`src/rtl/nr_alu_issue_wb_if.sv`:
```
// Decoder, ALU and result-side signal bundle for the operand-issue / write-back stage.
// slave is the stage itself; master is the surrounding decoder, ALU and consumer.
interface nr_alu_issue_wb_if #(
    parameter int NREGS = 4,
    parameter int W     = 8
);
    logic                     in_valid;
    logic                     in_ready;
    logic [3:0]               in_alo;
    logic [$clog2(NREGS)-1:0] in_ra;
    logic [$clog2(NREGS)-1:0] in_rb;
    logic                     in_use_imm;
    logic [W-1:0]             in_imm;
    logic [$clog2(NREGS)-1:0] in_rd;
    logic                     in_wen;

    logic [W-1:0]             alu_in0;
    logic [W-1:0]             alu_in1;
    logic [3:0]               alu_alo;
    logic [W-1:0]             alu_out0;
    logic                     alu_zero;
    logic [1:0]               alu_ovrflw;

    logic                     res_valid;
    logic                     res_ready;
    logic [W-1:0]             res_data;
    logic                     flag_zero;
    logic [1:0]               flag_ovf;
    logic [1:0]               ovf_sticky;
    logic                     clr_ovf;
    logic [7:0]               op_count;

    modport slave (
        input  in_valid, in_alo, in_ra, in_rb, in_use_imm, in_imm, in_rd, in_wen,
        output in_ready,
        output alu_in0, alu_in1, alu_alo,
        input  alu_out0, alu_zero, alu_ovrflw,
        output res_valid, res_data, flag_zero, flag_ovf, ovf_sticky, op_count,
        input  res_ready, clr_ovf
    );

    modport master (
        output in_valid, in_alo, in_ra, in_rb, in_use_imm, in_imm, in_rd, in_wen,
        input  in_ready,
        input  alu_in0, alu_in1, alu_alo,
        output alu_out0, alu_zero, alu_ovrflw,
        input  res_valid, res_data, flag_zero, flag_ovf, ovf_sticky, op_count,
        output res_ready, clr_ovf
    );
endinterface

```
`src/rtl/nr_alu_issue_wb.sv`:
```
// Operand-issue (E) and write-back (W) stage around a combinational 8-bit ALU.
// Owns the register file, forwards the in-flight result and counts completed ops.
module nr_alu_issue_wb #(
    parameter int NREGS = 4,
    parameter int W     = 8
) (
    input  logic             clk,
    input  logic             rst,
    nr_alu_issue_wb_if.slave bus
);
    localparam int AW = $clog2(NREGS);

    logic [W-1:0]  r_rf [NREGS];
    logic          r_e_valid;
    logic          r_e_wen;
    logic [AW-1:0] r_e_rd;
    logic [W-1:0]  r_alu_in0;
    logic [W-1:0]  r_alu_in1;
    logic [3:0]    r_alu_alo;
    logic          r_res_valid;
    logic [W-1:0]  r_res_data;
    logic          r_flag_zero;
    logic [1:0]    r_flag_ovf;
    logic [1:0]    r_ovf_sticky;
    logic [7:0]    r_op_count;

    logic          w_stall;
    logic          w_accept;
    logic          w_complete;
    logic [W-1:0]  w_opa;
    logic [W-1:0]  w_opb;

    assign w_stall    = r_res_valid & ~bus.res_ready;
    assign w_accept   = bus.in_valid & ~w_stall;
    assign w_complete = r_e_valid & ~w_stall;

    // The E-stage result reaches the regfile on the same edge the new operands are
    // captured, so it must be bypassed from the ALU output instead of read from r_rf.
    // NOTE: every variable gets a default first so no path leaves it unassigned (no latch).
    always_comb begin
        w_opa = r_rf[bus.in_ra];
        w_opb = r_rf[bus.in_rb];
        if (r_e_valid && r_e_wen && (r_e_rd == bus.in_ra)) w_opa = bus.alu_out0;
        if (r_e_valid && r_e_wen && (r_e_rd == bus.in_rb)) w_opb = bus.alu_out0;
        if (bus.in_use_imm) w_opb = bus.in_imm;
    end

    // NOTE: state uses non-blocking assignments so every register samples pre-edge values.
    always_ff @(posedge clk) begin
        if (rst) begin
            // NOTE: the regfile is a handful of flops, so it is cleared with the rest of the state.
            for (int i = 0; i < NREGS; i++) r_rf[i] <= '0;
            r_e_valid    <= 1'b0;
            r_e_wen      <= 1'b0;
            r_e_rd       <= '0;
            r_alu_in0    <= '0;
            r_alu_in1    <= '0;
            r_alu_alo    <= '0;
            r_res_valid  <= 1'b0;
            r_res_data   <= '0;
            r_flag_zero  <= 1'b0;
            r_flag_ovf   <= '0;
            r_ovf_sticky <= '0;
            r_op_count   <= '0;
        end else begin
            if (!w_stall) begin
                r_e_valid <= w_accept;
                if (w_accept) begin
                    r_alu_in0 <= w_opa;
                    r_alu_in1 <= w_opb;
                    r_alu_alo <= bus.in_alo;
                    r_e_rd    <= bus.in_rd;
                    r_e_wen   <= bus.in_wen;
                end
            end

            if (w_complete) begin
                r_res_valid <= 1'b1;
                r_res_data  <= bus.alu_out0;
                r_flag_zero <= bus.alu_zero;
                r_flag_ovf  <= bus.alu_ovrflw;
                r_op_count  <= r_op_count + 8'd1;
                if (r_e_wen) r_rf[r_e_rd] <= bus.alu_out0;
            end else if (r_res_valid && bus.res_ready) begin
                r_res_valid <= 1'b0;
            end

            // A clear loses to an overflow completing on the same edge.
            r_ovf_sticky <= (bus.clr_ovf ? 2'b00 : r_ovf_sticky)
                          | (w_complete ? bus.alu_ovrflw : 2'b00);
        end
    end

    assign bus.in_ready   = ~w_stall;
    assign bus.alu_in0    = r_alu_in0;
    assign bus.alu_in1    = r_alu_in1;
    assign bus.alu_alo    = r_alu_alo;
    assign bus.res_valid  = r_res_valid;
    assign bus.res_data   = r_res_data;
    assign bus.flag_zero  = r_flag_zero;
    assign bus.flag_ovf   = r_flag_ovf;
    assign bus.ovf_sticky = r_ovf_sticky;
    assign bus.op_count   = r_op_count;
endmodule

```
`src/flat_wrapper.sv`:
```
// flat-port wrapper written by rule: the top's interface ports become plain ports
module nr_alu_issue_wb_flat 
#(
    parameter int NREGS = 4,
    parameter int W     = 8
)
  (clk, rst, bus_in_valid, bus_in_alo, bus_in_ra, bus_in_rb, bus_in_use_imm, bus_in_imm, bus_in_rd, bus_in_wen, bus_in_ready, bus_alu_in0, bus_alu_in1, bus_alu_alo, bus_alu_out0, bus_alu_zero, bus_alu_ovrflw, bus_res_valid, bus_res_data, bus_flag_zero, bus_flag_ovf, bus_ovf_sticky, bus_op_count, bus_res_ready, bus_clr_ovf);
  nr_alu_issue_wb_if #(.NREGS(NREGS), .W(W)) bus_i ();
  input  logic clk;
  input  logic rst;
  input wire logic [$bits(bus_i.in_valid)-1:0] bus_in_valid;
  input wire logic [$bits(bus_i.in_alo)-1:0] bus_in_alo;
  input wire logic [$bits(bus_i.in_ra)-1:0] bus_in_ra;
  input wire logic [$bits(bus_i.in_rb)-1:0] bus_in_rb;
  input wire logic [$bits(bus_i.in_use_imm)-1:0] bus_in_use_imm;
  input wire logic [$bits(bus_i.in_imm)-1:0] bus_in_imm;
  input wire logic [$bits(bus_i.in_rd)-1:0] bus_in_rd;
  input wire logic [$bits(bus_i.in_wen)-1:0] bus_in_wen;
  output wire logic [$bits(bus_i.in_ready)-1:0] bus_in_ready;
  output wire logic [$bits(bus_i.alu_in0)-1:0] bus_alu_in0;
  output wire logic [$bits(bus_i.alu_in1)-1:0] bus_alu_in1;
  output wire logic [$bits(bus_i.alu_alo)-1:0] bus_alu_alo;
  input wire logic [$bits(bus_i.alu_out0)-1:0] bus_alu_out0;
  input wire logic [$bits(bus_i.alu_zero)-1:0] bus_alu_zero;
  input wire logic [$bits(bus_i.alu_ovrflw)-1:0] bus_alu_ovrflw;
  output wire logic [$bits(bus_i.res_valid)-1:0] bus_res_valid;
  output wire logic [$bits(bus_i.res_data)-1:0] bus_res_data;
  output wire logic [$bits(bus_i.flag_zero)-1:0] bus_flag_zero;
  output wire logic [$bits(bus_i.flag_ovf)-1:0] bus_flag_ovf;
  output wire logic [$bits(bus_i.ovf_sticky)-1:0] bus_ovf_sticky;
  output wire logic [$bits(bus_i.op_count)-1:0] bus_op_count;
  input wire logic [$bits(bus_i.res_ready)-1:0] bus_res_ready;
  input wire logic [$bits(bus_i.clr_ovf)-1:0] bus_clr_ovf;
  assign bus_i.in_valid = bus_in_valid;
  assign bus_i.in_alo = bus_in_alo;
  assign bus_i.in_ra = bus_in_ra;
  assign bus_i.in_rb = bus_in_rb;
  assign bus_i.in_use_imm = bus_in_use_imm;
  assign bus_i.in_imm = bus_in_imm;
  assign bus_i.in_rd = bus_in_rd;
  assign bus_i.in_wen = bus_in_wen;
  assign bus_in_ready = bus_i.in_ready;
  assign bus_alu_in0 = bus_i.alu_in0;
  assign bus_alu_in1 = bus_i.alu_in1;
  assign bus_alu_alo = bus_i.alu_alo;
  assign bus_i.alu_out0 = bus_alu_out0;
  assign bus_i.alu_zero = bus_alu_zero;
  assign bus_i.alu_ovrflw = bus_alu_ovrflw;
  assign bus_res_valid = bus_i.res_valid;
  assign bus_res_data = bus_i.res_data;
  assign bus_flag_zero = bus_i.flag_zero;
  assign bus_flag_ovf = bus_i.flag_ovf;
  assign bus_ovf_sticky = bus_i.ovf_sticky;
  assign bus_op_count = bus_i.op_count;
  assign bus_i.res_ready = bus_res_ready;
  assign bus_i.clr_ovf = bus_clr_ovf;
  nr_alu_issue_wb #(.NREGS(NREGS), .W(W)) u_core (.clk(clk), .rst(rst), .bus(bus_i));
endmodule
```
`config.mk`:
```
export PLATFORM = sky130hd
export DESIGN_NAME = nr_alu_issue_wb_flat
export DESIGN_NICKNAME = d
export VERILOG_FILES = /design/src/rtl/nr_alu_issue_wb_if.sv /design/src/rtl/nr_alu_issue_wb.sv /design/src/flat_wrapper.sv
export SDC_FILE = /design/constraint.sdc
export NUM_CORES = 1
export LEC_CHECK = 0
export CORE_MARGIN = 2
export CORE_UTILIZATION = 50
export DETAILED_ROUTE_END_ITERATION = 16
export DONT_BUFFER_PORTS = 1
export HOLD_SLACK_MARGIN = 0.06
export PLACE_DENSITY = 0.64
export SLEW_MARGIN = 5
export SYNTH_ARGS = -nofsm -noshare
export SYNTH_HDL_FRONTEND = slang
export SYNTH_SLANG_ARGS = --single-unit
```
`constraint.sdc`:
```
create_clock -name clk -period 2.2 [get_ports clk]
set_input_delay 0.11 -clock clk [delete_from_list [all_inputs] [get_ports clk]]
set_output_delay 0.11 -clock clk [all_outputs]
set_load 0.02 [all_outputs]
```
==> impl_metrics.csv <==
group,metric,value,unit
run_status,outcome,"finished, final reports clean",
worst_hold_path,holdPathStages,3,
placement,pre_cts_ws,0.308,ns
clock_network,clk_latency,0.34,ns
cells_and_area,fin_util,58.9,%
cells_and_area,fillCellCount,618,
worst_hold_path,hp-class,"input port to flop",
floorplan,rows,31,
worst_setup_path,path_class,"flop to flop",
job,cap_violations,0,
logic_synthesis,yosysTopAreaCell,"edfxtp_1",
clock_network,cts_buffers,9,
cells_and_area,syn_to_final_growth,15.4,%
worst_setup_path,rr_worst_depth,7,
global_route,grt_pass1_wl,12.2,mm
placement,postPlaceCellArea,0.00371,mm²
logic_synthesis,synthTopCellsByArea,"edfxtp_1, dfxtp_1, mux4_2",
global_route,grt_pass1_vias,2401,
placement,gp_congestion,0.751,
timing,worst_pin_slew,0.552,ns
pwr,total_leakage_power,1.51,nW
clock_network,path_clk_slew,0.08,ns
floorplan,initial_core_util,51.0,%
global_route,antenna_found_initial,0,
route,wire_per_inst,17.8,µm
route,routed-via-count,2517,
clock_network,cts_tree,"done",
placement,dp.final_hpwl,5.54,mm
logic_synthesis,syn-instance-count,327,
floorplan,die_height,89.6,µm
timing,timing.final.ws_setup,0.177,ns
worst_setup_path,startpoint_type,"flop",
logic_synthesis,yosys.area.top_type_share,26.2,%
route,drc,0,
timing,fin_skew,0.00457,ns
floorplan,io_pins,79,
placement,port_buffers,0,
timing,setup_viol,0,
timing,relSlewSlack,63.1,%
cells_and_area,antennaDiodeCount,0,
logic_synthesis,synth.avg_cell_area,11.2,µm²
cells_and_area,nets,387,
route,routed_wl,8.07,mm
floorplan,fp.dieW,89.6,µm
cells_and_area,drive_above_1_share,13.5,%
global_route,grt_remaining_overflow,0,
timing,layout_min_cycle_time,2.02,ns
worst_setup_path,critPathMaxFanout,11,
route,drtAntennaViolNets,0,
clock_network,cts.sinks,78,
worst_setup_path,arrival,2.31,ns
logic_synthesis,syn_nets,364,
global_route,grt_max_degree,40,
floorplan,core,0.00718,mm²
clock_network,clk_root_buffer_cell,"clkbuf_8",
pwr,power_density,705,mW/mm²
logic_synthesis,synth.ff_latch_count,78,
route,drt-pass1-iter-count,4,
worst_setup_path,cp-end-kind,"flop",
timing,slew_viol_final,0,
timing,fin_hold_ws,0.0747,ns
cells_and_area,finalInstanceArea,0.00423,mm²
timing,max_freq,494,MHz
clock_network,clk_path_buf_depth,2,
logic_synthesis,synth_cell_types,43,
logic_synthesis,yosysSeqAreaShare,51.4,%
logic_synthesis,syn_area,0.00366,mm²
timing,period_share,92.0,%
route,vias_per_cell,5.54,
clock_network,cts_htree_levels,3,
timing,setup_tns,0,ns
pwr,ir_drop,344,µV
logic_synthesis,ys_warn_count,0,
global_route,grtUsageTotal,20.6,%
route,drt_iter0_markers,158,
timing,rsz0062_at_grt,"false",
floorplan,fp.dieArea,0.00802,mm²
worst_setup_path,required,2.48,ns
timing,hold_viol,0,
cell usage after synthesis, drive strengths merged:
cell and count:
a211oi 8, a21oi 23, a221o 8, a41o 1
and2 36, and3 2, and3b 2, and4 1
buf 16, clkbuf 10, dfxtp 46, edfxtp 32
ha 1, inv 2, mux2 1, mux2i 8
mux4 16, nand2 43, nand2b 2, nand3 2
nand4 4, nand4b 8, nor2 11, nor2b 10
nor3 2, nor3b 10, o21ai 9, or2 3
or3 1, xnor2 4, xor2 5
through the flow:
step                      cells  total power, mW
after floorplan             327             1.88
after global placement      408             1.89
after detailed placement    408             1.90
after CTS                   454             3.01
after global routing        454             3.10
final                       454             2.98
final timing paths:
path	from	to	slack, ns
hold reg to reg	u_core.r_e_wen$_SDFFE_PP0P_	u_core.r_e_wen$_SDFFE_PP0P_	0.47
setup reg to reg	u_core.bus.res_valid$_SDFFE_PP0P_	u_core.r_e_rd[1]$_SDFFE_PP0P_	0.18
hold / removal	bus_in_use_imm	u_core.bus.alu_in1[2]$_SDFFE_PP0P_	0.07
setup / recovery	u_core.bus.res_valid$_SDFFE_PP0P_	u_core.r_e_rd[1]$_SDFFE_PP0P_	0.18
area by class of cell:
class	instances	area [µm²]	area share, %
clock buffers	14	184	4.35
clock inverters	2	11.3	0.267
inverters	2	7.51	0.178
multi-input cells	221	1650	39.0
flip-flops and latches	78	1880	44.5
well taps	99	124	2.93
repair buffers	38	370	8.77
what timing repair did:
item                       in CTS  in global routing
gates resized for setup         0                  2
buffers inserted                0                  0
hold endpoints to repair       78                  0
setup endpoints to repair       0                  4
hold buffers                   30                  0
sequential cells by signal, indices dropped and copies added (netlist names):
name                   count
u_core.bus.alu_alo         4
u_core.bus.alu_in0         8
u_core.bus.alu_in1         8
u_core.bus.flag_ovf        2
u_core.bus.flag_zero       1
u_core.bus.op_count        8
u_core.bus.ovf_sticky      2
u_core.bus.res_data        8
u_core.bus.res_valid       1
u_core.r_e_rd              2
u_core.r_e_valid           1
u_core.r_e_wen             1
u_core.r_rf               32
metal layers:
metal  vias up  global-route usage, %  share of wire [%]
li1       1221                      -                  -
met1      1210                   27.9                 44
met2        84                   32.0                 48
met3         2                   5.48                7.3
met4         0                   7.33               0.56
met5         -                      0                  0
cells in the final DEF (no fill, tap or decap), types with 2 or more instances in the layout:
| master | instances |
|---|---|
| dfxtp_1 | 46 |
| nand2_1 | 43 |
| and2_1 | 36 |
| edfxtp_1 | 32 |
| dlygate4sd3_1 | 29 |
| a21oi_1 | 23 |
| mux4_2 | 16 |
| nor2_1 | 11 |
| clkbuf_8 | 11 |
| nor2b_1 | 9 |
| nor3b_1 | 8 |
| a221o_1 | 8 |
| mux2i_1 | 8 |
| nand4b_1 | 8 |
| a211oi_1 | 8 |
| buf_4 | 8 |
| o21ai_0 | 5 |
| xnor2_1 | 4 |
| nand4_1 | 4 |
| xor2_1 | 4 |
| o21ai_1 | 4 |
| and3b_1 | 2 |
| or2_2 | 2 |
| nor3b_2 | 2 |
| nand2b_1 | 2 |
| and3_1 | 2 |
| nand3_1 | 2 |
| clkbuf_1 | 2 |
report_power, final:
part / internal [mW] / total (mW) / switching (mW) / leakage [nW]
Combinational: 0.146 / 0.279 / 0.133 / 0.703
Sequential: 1.57 / 1.66 / 0.0933 / 0.706
Clock: 0.541 / 1.04 / 0.495 / 0.102
Total: 2.26 / 2.98 / 0.722 / 1.51
logic make-up after synthesis:
group	after synthesis	share of synthesized area, %
AO/OA/AOI/OAI	49	8.48
XOR/XNOR	9	2.36
adder cells (fa/ha/maj)	1	0.342
buffers and inverters	28	3.76
flip-flops	78	51.4
multiplexers	25	12.3
AND/OR/NAND/NOR	137	21.3
critical path: stages (launching register included):
cell and delay [ns]:
dfxtp_1 0.31, nor2b_4 0.14, inv_2 0.16, and2_1 0.36
buf_4 0.24, nand2_1 0.07, a21oi_1 0.12, dlygate4sd3_1 0.56
Note: power is estimated with default switching activity, not from simulation.
